**config.mk**
```make
export PLATFORM = sky130hd
export DESIGN_NAME = alu_exec_unit_flat
export DESIGN_NICKNAME = d
export VERILOG_FILES = /design/src/rtl/alu_exec_if.sv /design/src/rtl/alu_exec_unit.sv /design/src/flat_wrapper.sv
export SDC_FILE = /design/constraint.sdc
export NUM_CORES = 1
export LEC_CHECK = 0
export BUFFER_PORTS_ARGS = -buffer_cell sky130_fd_sc_hd__clkbuf_2
export CAP_MARGIN = 10
export CORE_ASPECT_RATIO = 1.5
export CORE_MARGIN = 5
export CORE_UTILIZATION = 50
export CTS_CLUSTER_SIZE = 8
export DETAILED_ROUTE_END_ITERATION = 16
export PLACE_DENSITY_LB_ADDON = 0.2
export SYNTH_ARGS = -nofsm -noshare
export SYNTH_HDL_FRONTEND = slang
export SYNTH_SLANG_ARGS = --single-unit
```
**constraint.sdc**
```tcl
create_clock -name clk -period 5.08 [get_ports clk]
set_clock_uncertainty 0.2 [all_clocks]
set_input_delay 1.016 -clock clk [delete_from_list [all_inputs] [get_ports clk]]
set_output_delay 1.016 -clock clk [all_outputs]
set_load 0.05 [all_outputs]
```
**src/rtl/alu_exec_if.sv**
```systemverilog
// rtl/alu_exec_if.sv - request/result handshake bundle for the execute-stage ALU
interface alu_exec_if #(parameter int WIDTH = 32);
    logic             in_valid;
    logic             in_ready;
    logic [3:0]       alu_ctl;
    logic [WIDTH-1:0] op_a;
    logic [WIDTH-1:0] op_b;
    logic             out_valid;
    logic             out_ready;
    logic [WIDTH-1:0] result;
    logic             zero;
    logic             overflow;
    logic             illegal;

    modport master (
        output in_valid, alu_ctl, op_a, op_b, out_ready,
        input  in_ready, out_valid, result, zero, overflow, illegal
    );

    modport slave (
        input  in_valid, alu_ctl, op_a, op_b, out_ready,
        output in_ready, out_valid, result, zero, overflow, illegal
    );
endinterface

```
**src/rtl/alu_exec_unit.sv**
```systemverilog
// rtl/alu_exec_unit.sv - execute-stage ALU, single-cycle logic/arith ops plus iterative shift-add multiply
module alu_exec_unit #(
    parameter int WIDTH = 32
) (
    input  logic      clk,
    input  logic      reset,
    alu_exec_if.slave bus
);
    localparam int CW = $clog2(WIDTH) + 1;

    localparam logic [3:0] CTL_AND = 4'b0000;
    localparam logic [3:0] CTL_OR  = 4'b0001;
    localparam logic [3:0] CTL_ADD = 4'b0010;
    localparam logic [3:0] CTL_SUB = 4'b0110;
    localparam logic [3:0] CTL_SLT = 4'b0111;
    localparam logic [3:0] CTL_MUL = 4'b1000;

    typedef enum logic {IDLE, MUL_BUSY} state_t;

    state_t           state_q, state_d;
    logic [WIDTH-1:0] mcand_q, mplier_q, acc_q;
    logic [CW-1:0]    cnt_q;
    logic             out_valid_q, zero_q, overflow_q, illegal_q;
    logic [WIDTH-1:0] result_q;

    logic             accept, is_mul, mul_last;
    logic [WIDTH-1:0] sum, diff, acc_step, single_res;
    logic             add_ovf, sub_ovf, single_ovf, single_ill;

    assign bus.in_ready  = (state_q == IDLE) && (!out_valid_q || bus.out_ready) && !reset;
    assign bus.out_valid = out_valid_q;
    assign bus.result    = result_q;
    assign bus.zero      = zero_q;
    assign bus.overflow  = overflow_q;
    assign bus.illegal   = illegal_q;

    assign accept   = bus.in_valid && bus.in_ready;
    assign is_mul   = (bus.alu_ctl == CTL_MUL);
    assign mul_last = (cnt_q == CW'(WIDTH - 1));
    assign acc_step = acc_q + (mplier_q[0] ? mcand_q : '0);

    assign sum     = bus.op_a + bus.op_b;
    assign diff    = bus.op_a - bus.op_b;
    assign add_ovf = (bus.op_a[WIDTH-1] == bus.op_b[WIDTH-1]) && (sum[WIDTH-1] != bus.op_a[WIDTH-1]);
    assign sub_ovf = (bus.op_a[WIDTH-1] != bus.op_b[WIDTH-1]) && (diff[WIDTH-1] != bus.op_a[WIDTH-1]);

    always_comb begin
        single_res = '0;
        single_ovf = 1'b0;
        single_ill = 1'b0;
        case (bus.alu_ctl)
            CTL_AND: single_res = bus.op_a & bus.op_b;
            CTL_OR:  single_res = bus.op_a | bus.op_b;
            CTL_ADD: begin
                single_res = sum;
                single_ovf = add_ovf;
            end
            CTL_SUB: begin
                single_res = diff;
                single_ovf = sub_ovf;
            end
            CTL_SLT: single_res = {{(WIDTH-1){1'b0}}, diff[WIDTH-1] ^ sub_ovf};
            default: single_ill = 1'b1;
        endcase
    end

    always_comb begin
        state_d = state_q;
        case (state_q)
            IDLE:     if (accept && is_mul) state_d = MUL_BUSY;
            MUL_BUSY: if (mul_last) state_d = IDLE;
            default:  state_d = IDLE;
        endcase
    end

    always_ff @(posedge clk) begin
        if (reset) state_q <= IDLE;
        else       state_q <= state_d;
    end

    always_ff @(posedge clk) begin
        if (reset) begin
            mcand_q     <= '0;
            mplier_q    <= '0;
            acc_q       <= '0;
            cnt_q       <= '0;
            out_valid_q <= 1'b0;
            result_q    <= '0;
            zero_q      <= 1'b0;
            overflow_q  <= 1'b0;
            illegal_q   <= 1'b0;
        end else if (state_q == MUL_BUSY) begin
            // one shift-add step per cycle; the final step lands straight in the result
            acc_q    <= acc_step;
            mcand_q  <= mcand_q << 1;
            mplier_q <= mplier_q >> 1;
            cnt_q    <= cnt_q + CW'(1);
            if (mul_last) begin
                out_valid_q <= 1'b1;
                result_q    <= acc_step;
                zero_q      <= (acc_step == '0);
                overflow_q  <= 1'b0;
                illegal_q   <= 1'b0;
            end
        end else if (accept) begin
            if (is_mul) begin
                mcand_q     <= bus.op_a;
                mplier_q    <= bus.op_b;
                acc_q       <= '0;
                cnt_q       <= '0;
                out_valid_q <= 1'b0;
            end else begin
                out_valid_q <= 1'b1;
                result_q    <= single_res;
                zero_q      <= (single_res == '0);
                overflow_q  <= single_ovf;
                illegal_q   <= single_ill;
            end
        end else if (bus.out_ready) begin
            out_valid_q <= 1'b0;
        end
    end
endmodule

```
**src/flat_wrapper.sv**
```systemverilog
// flat-port wrapper written by rule: the top's interface ports become plain ports
module alu_exec_unit_flat 
#(
    parameter int WIDTH = 32
)
  (clk, reset, bus_in_valid, bus_alu_ctl, bus_op_a, bus_op_b, bus_out_ready, bus_in_ready, bus_out_valid, bus_result, bus_zero, bus_overflow, bus_illegal);
  alu_exec_if #(.WIDTH(WIDTH)) bus_i ();
  input  logic clk;
  input  logic reset;
  input wire logic [$bits(bus_i.in_valid)-1:0] bus_in_valid;
  input wire logic [$bits(bus_i.alu_ctl)-1:0] bus_alu_ctl;
  input wire logic [$bits(bus_i.op_a)-1:0] bus_op_a;
  input wire logic [$bits(bus_i.op_b)-1:0] bus_op_b;
  input wire logic [$bits(bus_i.out_ready)-1:0] bus_out_ready;
  output wire logic [$bits(bus_i.in_ready)-1:0] bus_in_ready;
  output wire logic [$bits(bus_i.out_valid)-1:0] bus_out_valid;
  output wire logic [$bits(bus_i.result)-1:0] bus_result;
  output wire logic [$bits(bus_i.zero)-1:0] bus_zero;
  output wire logic [$bits(bus_i.overflow)-1:0] bus_overflow;
  output wire logic [$bits(bus_i.illegal)-1:0] bus_illegal;
  assign bus_i.in_valid = bus_in_valid;
  assign bus_i.alu_ctl = bus_alu_ctl;
  assign bus_i.op_a = bus_op_a;
  assign bus_i.op_b = bus_op_b;
  assign bus_i.out_ready = bus_out_ready;
  assign bus_in_ready = bus_i.in_ready;
  assign bus_out_valid = bus_i.out_valid;
  assign bus_result = bus_i.result;
  assign bus_zero = bus_i.zero;
  assign bus_overflow = bus_i.overflow;
  assign bus_illegal = bus_i.illegal;
  alu_exec_unit #(.WIDTH(WIDTH)) u_core (.clk(clk), .reset(reset), .bus(bus_i));
endmodule
```
# [Yosys cells after proc, flatten, opt, wreduce, memory -nomap -nowiden]
# Index checks and enable logic that the tools add are counted.
[totals] ff_bits=139 in_bits=72 output_inout_bits=37 wordCells=92
[classes] add_sub_neg=4 n_eq_ne=12 muxes=39 n_bitwise=4 n_reduce_logical=21
[op_table] operator="2-to-1 mux 32 bit" n=11
[op_table] operator="one-hot mux 32 bit (5 select lines)" n=1
[op_table] operator="2-to-1 mux 31 bit" n=3
[op_table] operator="adder 32 bit" n=2
[op_table] operator="zero test 32 bit" n=2
[op_table] operator="AND 32 bit" n=1
[op_table] operator="OR 32 bit" n=1
[op_table] operator="subtractor 32 bit" n=1
[op_table] operator="2-to-1 mux 1 bit" n=19
[op_table] operator="2-to-1 mux 6 bit" n=3
[op_table] operator="equality test 4 x 3 -> 1 bit, second input constant" n=2
[op_table] operator="adder 6 x 1 -> 6 bit, second input constant" n=1
[op_table] operator="equality test 6 x 5 -> 1 bit, second input constant" n=1
[op_table] operator="logical AND 1 bit" n=6
[op_table] operator="AND reduction 2 bit" n=3
[op_table] operator="OR reduction 5 bit" n=1
[op_table] operator="equality test 4 x 1 -> 1 bit, second input constant" n=1
[op_table] operator="equality test 4 x 2 -> 1 bit, second input constant" n=1
[op_table] operator="equality test 4 bit, second input constant" n=1
[op_table] operator="zero test 4 bit" n=1
[op_table] operator="one-hot mux 1 bit (2 select lines)" n=2
[op_table] operator="nonzero test 2 bit" n=2
[op_table] operator="inequality test 1 bit" n=3
[op_table] operator="AND reduction 3 bit" n=1
[op_table] operator="other kinds (9)" n=10

# [Longest topological paths before layout]
# Gate-level depths: netlist of run 1.
[logic_depth] word_depth=9 depth_mapped=25 depth_no_buf=24

# [Worst setup path before layout of run 1]
# OpenSTA, ideal clock, no wires.
[synth_timing] path_kind="in2reg" startpoint="input bus_op_b[4]" endpoint="register u_core.zero_q (netlist: u_core.bus.zero)" setup_time_ps=62 arrival_time_ps=4943 required_time_ps=4818 path_slack_ps=-125 stages=25 n_path_buf=1 cell_sequence="inv_1 > ha_1 > clkbuf_1 > nor2_1 > o311ai_0 > o211ai_1 > a31oi_1 > nor4_1 > o221a_2 > o31ai_1 > a21oi_1 > nor2_1 > nor2_1 > nor2_1 > fa_1 > a31oi_1 > o32ai_1 > a21oi_1 > nand4_1 > a2111o_1 > nor4_1 > nand4_1 > nor4_1 > nand4_1 > nand3_1"
[synth_via] elab_chain_cells=9 word_cells_on_any_way=12 cone_classes="add/sub: 2; eq/ne: 1; mux: 4; bitwise: 3; reduce/logical: 2"
[synth_lines] element="from (decl)" line="flat_wrapper.sv:13" source="input wire logic [$bits(bus_i.op_b)-1:0] bus_op_b;"
[synth_lines] element="subtractor 32 bit" line="alu_exec_unit.sv:43" source="assign diff = bus.op_a - bus.op_b;"
[synth_lines] element="inequality test 1 bit" line="alu_exec_unit.sv:45" source="assign sub_ovf = (bus.op_a[WIDTH-1] != bus.op_b[WIDTH-1]) && (diff[WIDTH-1] != bus.op_a[WIDTH-1]);"
[synth_lines] element="logical AND 1 bit" line="alu_exec_unit.sv:45"
[synth_lines] element="XOR 1 bit" line="alu_exec_unit.sv:62" source="CTL_SLT: single_res = {{(WIDTH-1){1'b0}}, diff[WIDTH-1] ^ sub_ovf};"
[synth_lines] element="one-hot mux 32 bit (5 select lines) *" line="alu_exec_unit.sv:51" source="case (bus.alu_ctl)"
[synth_lines] element="zero test 32 bit *" line="alu_exec_unit.sv:115" source="zero_q <= (single_res == '0);"
[synth_lines] element="2-to-1 mux 1 bit *" line="alu_exec_unit.sv:106" source="if (is_mul) begin"
[synth_lines] element="2-to-1 mux 1 bit *" line="alu_exec_unit.sv:105" source="end else if (accept) begin"
[synth_lines] element="2-to-1 mux 1 bit *" line="alu_exec_unit.sv:92" source="end else if (state_q == MUL_BUSY) begin"
[synth_lines] element="to (signal assigned)" line="alu_exec_unit.sv:101" source="zero_q <= (acc_step == '0);"
[synth_lines] element="to (signal assigned)" line="alu_exec_unit.sv:115"
[synth_lines] element="to (decl)" line="alu_exec_unit.sv:23" source="logic out_valid_q, zero_q, overflow_q, illegal_q;"
# Mark *: on every way between the ends. The rest lies on a longest branch, timed or not. The select of a mux whose other input is x is not followed.
# A chain may end at the register's enable or synchronous reset.

# [Worst setup path in the final report of run 1]
[layout_timing] startpoint="input bus_op_b[1]" endpoint="register u_core.zero_q (netlist: u_core.bus.zero)"
# The elaborated chain is that of the path after synthesis.

==> results of run 1 <==
## critical path: stages
cell,delay (ns)
clkbuf_2,0.09
inv_1,0.05
ha_1,0.30
nor2_1,0.18
o311ai_2,0.12
o211ai_1,0.19
buf_4,0.16
a31oi_4,0.15
nor4_4,0.20
o221a_2,0.27
o31ai_1,0.07
a21oi_1,0.16
nor2_1,0.05
nor2_1,0.09
nor2_1,0.06
fa_1,0.37
a31oi_1,0.14
o32ai_1,0.11
a21oi_1,0.14
nand4_1,0.11
a2111o_1,0.31
nor4_1,0.17
nand4_1,0.19
nor4_2,0.25
nand4_1,0.13
nand3_1,0.08
## state kept, by name (all words and copies together), names as in the netlist
name                  cells
u_core.bus.zero           1
u_core.mcand_q           32
u_core.bus.illegal        1
u_core.cnt_q              6
u_core.state_q            1
u_core.acc_q             32
u_core.bus.overflow       1
u_core.bus.out_valid      1
u_core.bus.result        32
u_core.mplier_q          32
## cells by family (layout without fill, tap and decap cells)
| family | Yosys count | in the layout |
|---|---|---|
| xor gates and xnor gates | 49 | 49 |
| adders and majority gates | 137 | 137 |
| muxes | 35 | 35 |
| and+or+nand+nor | 568 | 568 |
| AOI/OAI and AO/OA | 557 | 557 |
| DFF | 139 | 139 |
| buffers and inverters | 241 | 462 |
## worst max path at each step
stage	from	endpoint	slack, ns	cells after the start
detailed placement	bus_op_b[6]	u_core.bus.zero	-0.88	25
global route	bus_op_b[3]	u_core.bus.zero	-0.27	26
CTS	bus_op_b[4]	u_core.bus.zero	0.008	26
floorplan	bus_op_b[4]	u_core.bus.zero	0.0009	25
finish	bus_op_b[1]	u_core.bus.zero	0.08	26
global placement	bus_op_b[4]	u_core.bus.zero	-0.75	25
## power by group through the flow
stage          Combinational, mW  Clock, mW  Sequential, mW
2_1_floorplan              0.489          0            1.18
3_5_place_dp               0.922          0            1.14
6_report                   0.948       1.37            1.12
5_1_grt                     1.02       1.41            1.12
3_3_place_gp               0.919          0            1.14
4_1_cts                    0.935       1.37            1.12
## what timing repair did
item                                    CTS  global route
cloned                                    0             0
setup buffers                             3             0
endpoints found under the hold margin     0             0
endpoints found under the setup margin    1             1
pin swaps                                 4             4
resized for setup                         7             3
## area by class of cell
class | instances | area, um^2
Sequential cell | 139 | 2790
Clock inverter | 12 | 160
Fill cell | 2378 | 9640
Tap cell | 328 | 410
Inverter | 129 | 484
Multi-Input combinational cell | 1346 | 9000
Timing Repair Buffer | 301 | 2020
Clock buffer | 20 | 467
## layer usage
layer	routed length (um)	GRT usage [%]	share of wire, %
met1	18800	38.0	41
met2	23500	58.7	51
met3	2300	3.50	5.0
met4	1800	12.4	3.9
met5	0	0	0
## stage by stage
stage / util [%] / setup slack (ns) / TNS (ns) / cells / cell area (um^2)
2_1_floorplan: - / 0.000946 / 0 / 1726 / 12600
3_3_place_gp: 58.6 / -0.754 / -0.784 / 2240 / 14600
3_5_place_dp: 58.6 / -0.877 / -1.08 / 2240 / 14600
4_1_cts: 61.4 / 0.00823 / 0 / 2275 / 15300
5_1_grt: 61.4 / -0.269 / -0.269 / 2275 / 15300
6_report: 61.4 / 0.0766 / 0 / 2275 / 15300
## synth_stat cells, drive strengths merged (23+ instances only)
cell type,n
a21oi,188
nand2,188
dfxtp,139
nor2,137
ha,133
inv,128
clkbuf,100
a22oi,78
o21ai,64
nor3,41
and2,37
xnor2,35
mux2i,34
nand3,29
a21o,27
a31oi,23
## cells in the final DEF (no fill, tap or decap), types with 39 or more instances in the layout
cell type  instances
buf_4            192
a21oi_1          188
nand2_1          188
dfxtp_1          138
nor2_1           135
ha_1             133
inv_1            128
clkbuf_2         107
a22oi_1           78
o21ai_0           63
nor3_1            39
==> reports/summary.txt, run 1 <==
Cell variety after synth: 76
Mux contribution to synthesized area: 2.79%
CP Class: in2reg
Critical Path AT: 5.19 ns
Clock Tree Buf Depth: 2
Crit start category: input port
Crit. End Element: flip-flop
Fin crit share: 98.5%
CTS tree: built
Max FO, Critical Path: 4
Total power: 3.43 mW
GRT Resource Usage Total: 32.0%
Worst Hold End: u_core.bus.result[3]
RSZ-0062 raised after global routing: yes
FF-to-FF path depth: 15
Via/cell ratio: 6.00
Core ar.: 25000 um^2
# setup viols final: 0
Largest family of logic cells by synthesized area: compound AO/OA/AOI/OAI gates
Sequential share of power: 32.5%
Wirelength per Cell: 20.4 um
Relative slew slack: 36.1%
Post-synth EDFFs: 0
Syn_nets: 1935
Complex-gate fraction of the synthesized area: 29.1%
Top-area cell type share of the netlist area: 22.1%
Die Y-Extent: 205 um
WHS Path Cells: 2
TritonCTS buffer count: 17
Skew-Pair Late Insertion Delay: 0.45 ns
Rows: 71
# diodes: 0
Synth warnings: 0
Cts hold-fix bufs: 0
Synth Area in Adders: 13.8%
Worst slew pin tran: 0.946 ns
Simple-Gate Fraction of Synth Area: 21.6%
F_max: 0.200 GHz
Post-DP HPWL: 36000 um
Chip width: 140 um
Die ar.: 28600 um^2
Drt first pass iters: 5
Final number of hold-violating endpoints: 0
Worst endpoint required time: 5.26 ns
Ys async rst share: 0%
Total of max-cap violations: 0
Iter 0 DRT Violations: 997
RR Startpoint: u_core.mplier_q[0]
Status: completed
Port Buf Inserts: 108
Final antenna-violating net count: 0
R2r setup slk: 0.18 ns
Leakage: 6.93 nW
Clock Power Share: 39.8%
Number of synthesized register bits: 139
Wirelength, routed: 46500 um
Reg clk slew, reported paths: 0.06 ns
Via count: 13600
Nets: 2143
# IOs: 109
Int Power: 2.29 mW
Fin. max-slew vios: 0
GPL Wtd Cong: 1.01
Vias in the first global route: 13800
Area leader, netlist: dfxtp_1
Worst ir drop on vdd: 0.249 mV
Hold crit path type: reg2reg
Combinational power share: 27.6%
Clock sink count: 139
Grt ovf: 0
Switching power share of the total: 33.2%
# H-tree levels: 4
Initial antenna violation count: 0
Ratio of cells with drive above 1 in the final layout: 19.2%
Layout area overhead: 21.5%
HP Start: u_core.bus.result[3]
Mapped cell area: 12600 um^2
Area contributors post-synth: dfxtp_1, ha_1, a21oi_1, nand2_1, a22oi_1
Top_reg_cell synth: dfxtp_1
Mapped Cells: 1726
First-pass GRT wire length: 73100 um
Fin Hold WS: 0.249 ns
DR DRC count: 0
Post-synthesis xor/xnor area fraction: 3.40%
Largest net degree at the start of global routing: 81
Net Sw Power: 1.14 mW
Synthesized area per cell: 7.31 um^2
Initial Util: 50.5%
Seq/Total Area, Yosys: 22.1%
RR Endpoint: u_core.bus.zero
Root buffer cell: clkbuf_16
Pwr/cell area: 224 nW/um^2
Final critical-path required period: 5.00 ns
Note: power is estimated with default switching activity, not from simulation.
==> run 2: changes to the inputs <==
Settings changed: PLACE_DENSITY set to 0.71, PLACE_DENSITY_LB_ADDON 0.2 to unset.
==> run 2 against run 1 <==
  * The run now ends with negative setup slack left
  * First-iteration DRC count increased by 18%
  * Sequential power about the same
  * Fmax down 2.0%
  * Non-clock buffer count is 6 lower
  * Cell count down 0.26%
==> reports/summary.txt, run 2 (same netlist as run 1, synthesis figures left out) <==
Status: complete, but fails checks (was completed)
Failing checks: negative setup slack
Skew-Pair Late Insertion Delay: 0.44 ns (was 0.45 ns)
Via count: 14000 (was 13600)
Post-route cell area: 15300 um^2 (about the same)
Worst path slowest cell: or3_1 (was fa_1)
Core ar.: 25000 um^2 (unchanged)
DR DRC count: 0 (unchanged)
GRT Resource Usage Total: 32.1% (was 32.0%)
Setup WS pre-CTS: -0.784 ns (was -0.877 ns)
Final antenna-violating net count: 0 (unchanged)
Post-DP HPWL: 36000 um (about the same)
Relative slew slack: 28.2% (was 36.1%)
Layout fillers: 2303 (was 2378)
Crit-path cells: clkbuf_2 -> inv_1 -> ha_1 -> or3_1 -> or2_2 -> nor4_4 -> o221a_2 -> o31ai_1 -> a21oi_1 -> nor2_1 -> nor2_1 -> nor2_1 -> fa_1 -> a31oi_1 -> o32ai_1 -> a21oi_1 -> nand4_1 -> a2111o_1 -> nor4_2 -> nand4_1 -> nor4_2 -> nand4_1 -> nand3_1
FF+latch area: 2790 um^2 (unchanged)
Cts hold-fix bufs: 0 (unchanged)
Critical Path Max Stage Delay: 0.39 ns (was 0.37 ns)
Worst endpoint required time: 5.26 ns (about the same)
Critical Path AT: 5.29 ns (was 5.19 ns)
Setup_tns: -0.0234 ns (was 0 ns)
Initial antenna violation count: 0 (unchanged)
Vias in the first global route: 14000 (was 13800)
R2r setup slk: 0.10 ns (was 0.18 ns)
Worst Hold End: u_core.bus.result[13] (was u_core.bus.result[3])
Grt ovf: 0 (unchanged)
Total of max-cap violations: 0 (unchanged)
Leakage: 6.91 nW (was 6.93 nW)
RR Endpoint: u_core.bus.zero (unchanged)
Final critical-path required period: 5.10 ns (was 5.00 ns)
GPL Wtd Cong: 0.953 (was 1.01)
# IOs: 109 (unchanged)
Die Y-Extent: 205 um (unchanged)
# H-tree levels: 4 (unchanged)
# setup viols final: 1 (was 0)
Wirelength per Cell: 20.7 um (was 20.4 um)
Drt first pass iters: 6 (was 5)
Via/cell ratio: 6.17 (was 6.00)
# diodes: 0 (unchanged)
Wirelength, routed: 47000 um (was 46500 um)
Worst slew pin tran: 1.08 ns (was 0.946 ns)
Reg clk slew, reported paths: 0.06 ns (about the same)
Iter 0 DRT Violations: 1172 (was 997)
Hold crit path type: reg2reg (unchanged)
HP Start: u_core.bus.result[13] (was u_core.bus.result[3])
Ratio of cells with drive above 1 in the final layout: 19.0% (was 19.2%)
Total power: 3.55 mW (was 3.43 mW)
Fin. max-slew vios: 0 (unchanged)
Fin crit share: 100% (was 98.5%)
Largest net degree at the start of global routing: 94 (was 81)
Port Buf Inserts: 108 (unchanged)
F_max: 0.196 GHz (was 0.200 GHz)
Chip width: 140 um (unchanged)
FF-to-FF path depth: 15 (unchanged)
Commonest non-fill, non-tap cells in the layout: a21oi_1, nand2_1, buf_4 (was buf_4, a21oi_1, nand2_1)
Clock sink count: 139 (unchanged)
Clock Tree Buf Depth: 2 (unchanged)
Pwr/cell area: 231 nW/um^2 (was 224 nW/um^2)
Max FO, Critical Path: 2 (was 4)
TritonCTS buffer count: 17 (unchanged)
Die ar.: 28600 um^2 (unchanged)
CP Class: in2reg (unchanged)
RR Startpoint: u_core.mplier_q[0] (unchanged)
Nets: 2137 (was 2143)
CTS tree: built (unchanged)
Root buffer cell: clkbuf_16 (unchanged)
Layout area overhead: 21.6% (was 21.5%)
Final number of hold-violating endpoints: 0 (unchanged)
Multi-input logic area: 9030 um^2 (was 9000 um^2)
RSZ-0062 raised after global routing: yes (unchanged)
Crit. End Element: flip-flop (unchanged)
WHS Path Cells: 2 (unchanged)
Setup ws final: -0.0234 ns (was 0.0766 ns)
Crit start category: input port (unchanged)
Initial Util: 50.5% (unchanged)
Rows: 71 (unchanged)
Post-DP Area: 14600 um^2 (about the same)
First-pass GRT wire length: 73600 um (was 73100 um)
Worst ir drop on vdd: 0.248 mV (was 0.249 mV)
run 2: timing repair:
action / 4_1_cts / 5_1_grt
endpoints found under the setup margin: 1 / 1
gates resized for setup: 8 / 4
gates cloned: 0 / 0
setup buffers: 1 / 0
pin swaps: 4 / 5
run 2: layout make-up:
type                    count  share of cell area [%]
clock inverters            10                    1.38
clock buffers              22                    3.03
flip-flops and latches    139                    18.2
well taps                 328                    2.68
repair buffers            295                    12.7
inverters                 129                    3.16
multi-input cells        1346                    58.9
run 2: how the worst max path moves through the flow:
stage	start	to	cells after the start
after floorplan	bus_op_b[4]	u_core.bus.zero	25
after global placement	bus_op_b[4]	u_core.bus.zero	26
after detailed placement	bus_op_b[4]	u_core.bus.zero	26
after CTS	bus_op_b[19]	u_core.bus.zero	23
after global routing	bus_op_b[5]	u_core.bus.zero	26
final	bus_op_b[19]	u_core.bus.zero	23
run 2: per-stage QoR:
| stage | hold WS [ns] | instances | util [%] |
|---|---|---|---|
| 5_1_grt | 0.269 | 2269 | 61.4 |
| 3_3_place_gp | 0.238 | 2236 | 58.4 |
| 4_1_cts | 0.255 | 2269 | 61.3 |
| 2_1_floorplan | 0.236 | 1726 | - |
| 3_5_place_dp | 0.246 | 2236 | 58.4 |
| 6_report | 0.251 | 2269 | 61.4 |
run 2: layer usage:
metal	wire, um	track usage (%)	part of all wire (%)	up-vias
li1	-	-	-	6607
met5	0	0	0	-
met3	2880	4.13	6.1	153
met2	23400	57.8	50	596
met1	18300	37.3	39	6635
met4	2320	15.4	4.9	0
run 2: worst max-delay path: cells and delay by family:
family	cells	cell delay, ns
buffers and inverters	2	0.16
AND/OR/NAND/NOR	12	2.18
AO/OA/AOI/OAI	7	1.27
adder cells (fa/ha/maj)	2	0.68
run 2: where the power goes:
part / internal, mW / total (mW) / switching (mW) / leakage [nW]
logic: 0.367 / 0.950 / 0.583 / 5.45
clock network: 0.950 / 1.48 / 0.529 / 0.329
registers: 1.11 / 1.12 / 0.0104 / 1.12
==> run 3: changes to the inputs <==
Settings changed: CORE_UTILIZATION 50 to 55, PLACE_DENSITY 0.71 to 0.77.
==> run 3 against run 2 <==
  * The run still ends with negative setup slack left
  * Setup slack about the same
  * Sequential power about the same
  * Die area down 8.6%
  * Combinational power about the same
  * Power down 3.6%
  * Hold slack worse by 0.0017 ns
  * Global-route usage up 2.0 points
  * Cell count down 2.2%
  * Non-clock buffer count down 3
  * Cell area down 0.89%
  * Wire length down 1.7%
  * Count of clock-buffer cells in the layout down 3
  * Critical endpoint unchanged
==> reports/summary.txt, run 3 (same netlist as run 1, synthesis figures left out) <==
Status: complete, but fails checks (unchanged)
Failing checks: negative setup slack (unchanged)
Fin. max-slew vios: 0 (unchanged)
Chip width: 134 um (was 140 um)
# H-tree levels: 4 (unchanged)
Final antenna-violating net count: 0 (unchanged)
Final number of hold-violating endpoints: 0 (unchanged)
Layout area overhead: 20.5% (was 21.6%)
CTS tree: built (unchanged)
GR Layer Usage met2: 60.7% (was 57.8%)
GRT met3 Usage: 5.44% (was 4.13%)
Relative slew slack: 41.3% (was 28.2%)
GRT Resource Usage Total: 34.1% (was 32.1%)
Worst ir drop on vdd: 0.231 mV (was 0.248 mV)
Total power: 3.42 mW (was 3.55 mW)
Core ar.: 22800 um^2 (was 25000 um^2)
CP delay by family, top: compound AO/OA/AOI/OAI gates (was simple AND/OR/NAND/NOR gates)
Initial antenna violation count: 1 (was 0)
# setup viols final: 1 (unchanged)
Met1 usage: 40.2% (was 37.3%)
Largest net degree at the start of global routing: 76 (was 94)
Vias in the first global route: 13500 (was 14000)
First-pass GRT wire length: 71400 um (was 73600 um)
Critical Path Max Stage Delay: 0.35 ns (was 0.39 ns)
DR DRC count: 0 (unchanged)
Worst endpoint required time: 5.25 ns (was 5.26 ns)
Iter 0 DRT Violations: 1383 (was 1172)
TritonCTS buffer count: 17 (unchanged)
GR peak layer: met2 (unchanged)
Post-DP HPWL: 35500 um (was 36000 um)
Die ar.: 26100 um^2 (was 28600 um^2)
Skew-Pair Late Insertion Delay: 0.44 ns (about the same)
Final Util: 66.6% (was 61.4%)
Wirelength per Cell: 20.8 um (was 20.7 um)
Root buffer cell: clkbuf_16 (unchanged)
GPL Wtd Cong: 1.03 (was 0.953)
Grt ovf: 0 (unchanged)
Crit. End Element: flip-flop (unchanged)
RSZ-0062 raised after global routing: yes (unchanged)
Total of max-cap violations: 0 (unchanged)
Crit path buf inv count: 3 (was 2)
Worst path slowest cell: fa_1 (was or3_1)
Cts hold-fix bufs: 0 (unchanged)
Leakage: 6.87 nW (was 6.91 nW)
Drt first pass iters: 6 (unchanged)
Rows: 68 (was 71)
F_max: 0.196 GHz (about the same)
Setup WS pre-CTS: -0.804 ns (was -0.784 ns)
Port Buf Inserts: 108 (unchanged)
Ratio of cells with drive above 1 in the final layout: 18.8% (was 19.0%)
Final critical-path required period: 5.10 ns (about the same)
Commonest non-fill, non-tap cells in the layout: a21oi_1, nand2_1, buf_4 (unchanged)
Clock Tree Buf Depth: 2 (unchanged)
Nets: 2134 (was 2137)
Crit start category: input port (unchanged)
Hold crit path type: reg2reg (unchanged)
Wirelength, routed: 46200 um (was 47000 um)
Setup ws final: -0.0230 ns (was -0.0234 ns)
Initial Util: 55.3% (was 50.5%)
Reg clk slew, reported paths: 0.06 ns (about the same)
Max FO, Critical Path: 4 (was 2)
CP Class: in2reg (unchanged)
Die Y-Extent: 195 um (was 205 um)
Via/cell ratio: 6.29 (was 6.17)
# IOs: 109 (unchanged)
Pwr/cell area: 225 nW/um^2 (was 231 nW/um^2)
Clock sink count: 139 (unchanged)
Via count: 14000 (about the same)
Critical Path AT: 5.28 ns (was 5.29 ns)
Fin crit share: 100% (about the same)
Worst slew pin tran: 0.878 ns (was 1.08 ns)
## run 3: changes by cell type in the layout (fill, tap and decap cells not counted), sizes merged
cell      previous run  this run
diode                0         1
clkbuf             129       126
clkinvlp             0         1
clkinv               4         6
bufinv               6         4
buf                188       185
inv                129       131
## run 3: worst paths after layout
kind                          from                    end  slack (ns)  depth (start not counted)
min          u_core.bus.result[17]  u_core.bus.result[17]        0.25                          2
max reg2reg      u_core.mcand_q[0]        u_core.bus.zero        0.26                         15
max                    bus_op_b[4]        u_core.bus.zero       -0.02                         26
min reg2reg  u_core.bus.result[17]  u_core.bus.result[17]        0.25                          2
## run 3: area by class of cell
| class | instances | area [um^2] |
|---|---|---|
| Multi-Input combinational cell | 1346 | 9000 |
| Fill cell | 2065 | 7610 |
| Sequential cell | 139 | 2790 |
| Timing Repair Buffer | 292 | 1950 |
| Inverter | 129 | 484 |
| Clock buffer | 19 | 433 |
| Tap cell | 280 | 350 |
| Clock inverter | 13 | 190 |
| Antenna cell | 1 | 2.50 |
## run 3: per-layer routing
layer | routed length, um | vias up
li1 | - | 6626
met1 | 17600 | 6573
met2 | 23100 | 633
met3 | 3420 | 133
met4 | 2040 | 0
met5 | 0 | -
## run 3: repair_timing
action | CTS | global route
setup endpoints to repair | 1 | 1
pin swaps | 5 | 2
buffers inserted | 2 | 1
resized for setup | 8 | 3
## run 3: report_power, final
part	total [mW]	internal, mW	switching (mW)
registers	1.12	1.11	0.0105
logic	0.947	0.366	0.581
clock network	1.35	0.827	0.527
total	3.42	2.30	1.12
## run 3: metrics by stage
step                hold slack (ns)  area, um^2  TNS (ns)  std cells
detailed placement            0.243       14500    -0.899       2183
global placement              0.239       14500    -0.630       2183
finish                        0.249       15200   -0.0230       2219
floorplan                     0.236       12600         0       1726
CTS                           0.251       15200         0       2217
global route                  0.269       15200    -0.266       2219
## run 3: worst register-to-register path, stage by stage, from the launching register on
cell	delay [ns]
dfxtp_1	0.33
and2_1	0.17
ha_1	0.22
fa_1	0.45
a21o_1	0.22
nand4_1	0.14
a21bo_2	0.18
a211oi_1	0.08
buf_4	0.17
or3_1	0.43
nor4bb_1	0.17
or3_1	0.40
or4_1	0.50
or4_1	0.47
or4b_1	0.53
nand3_1	0.11
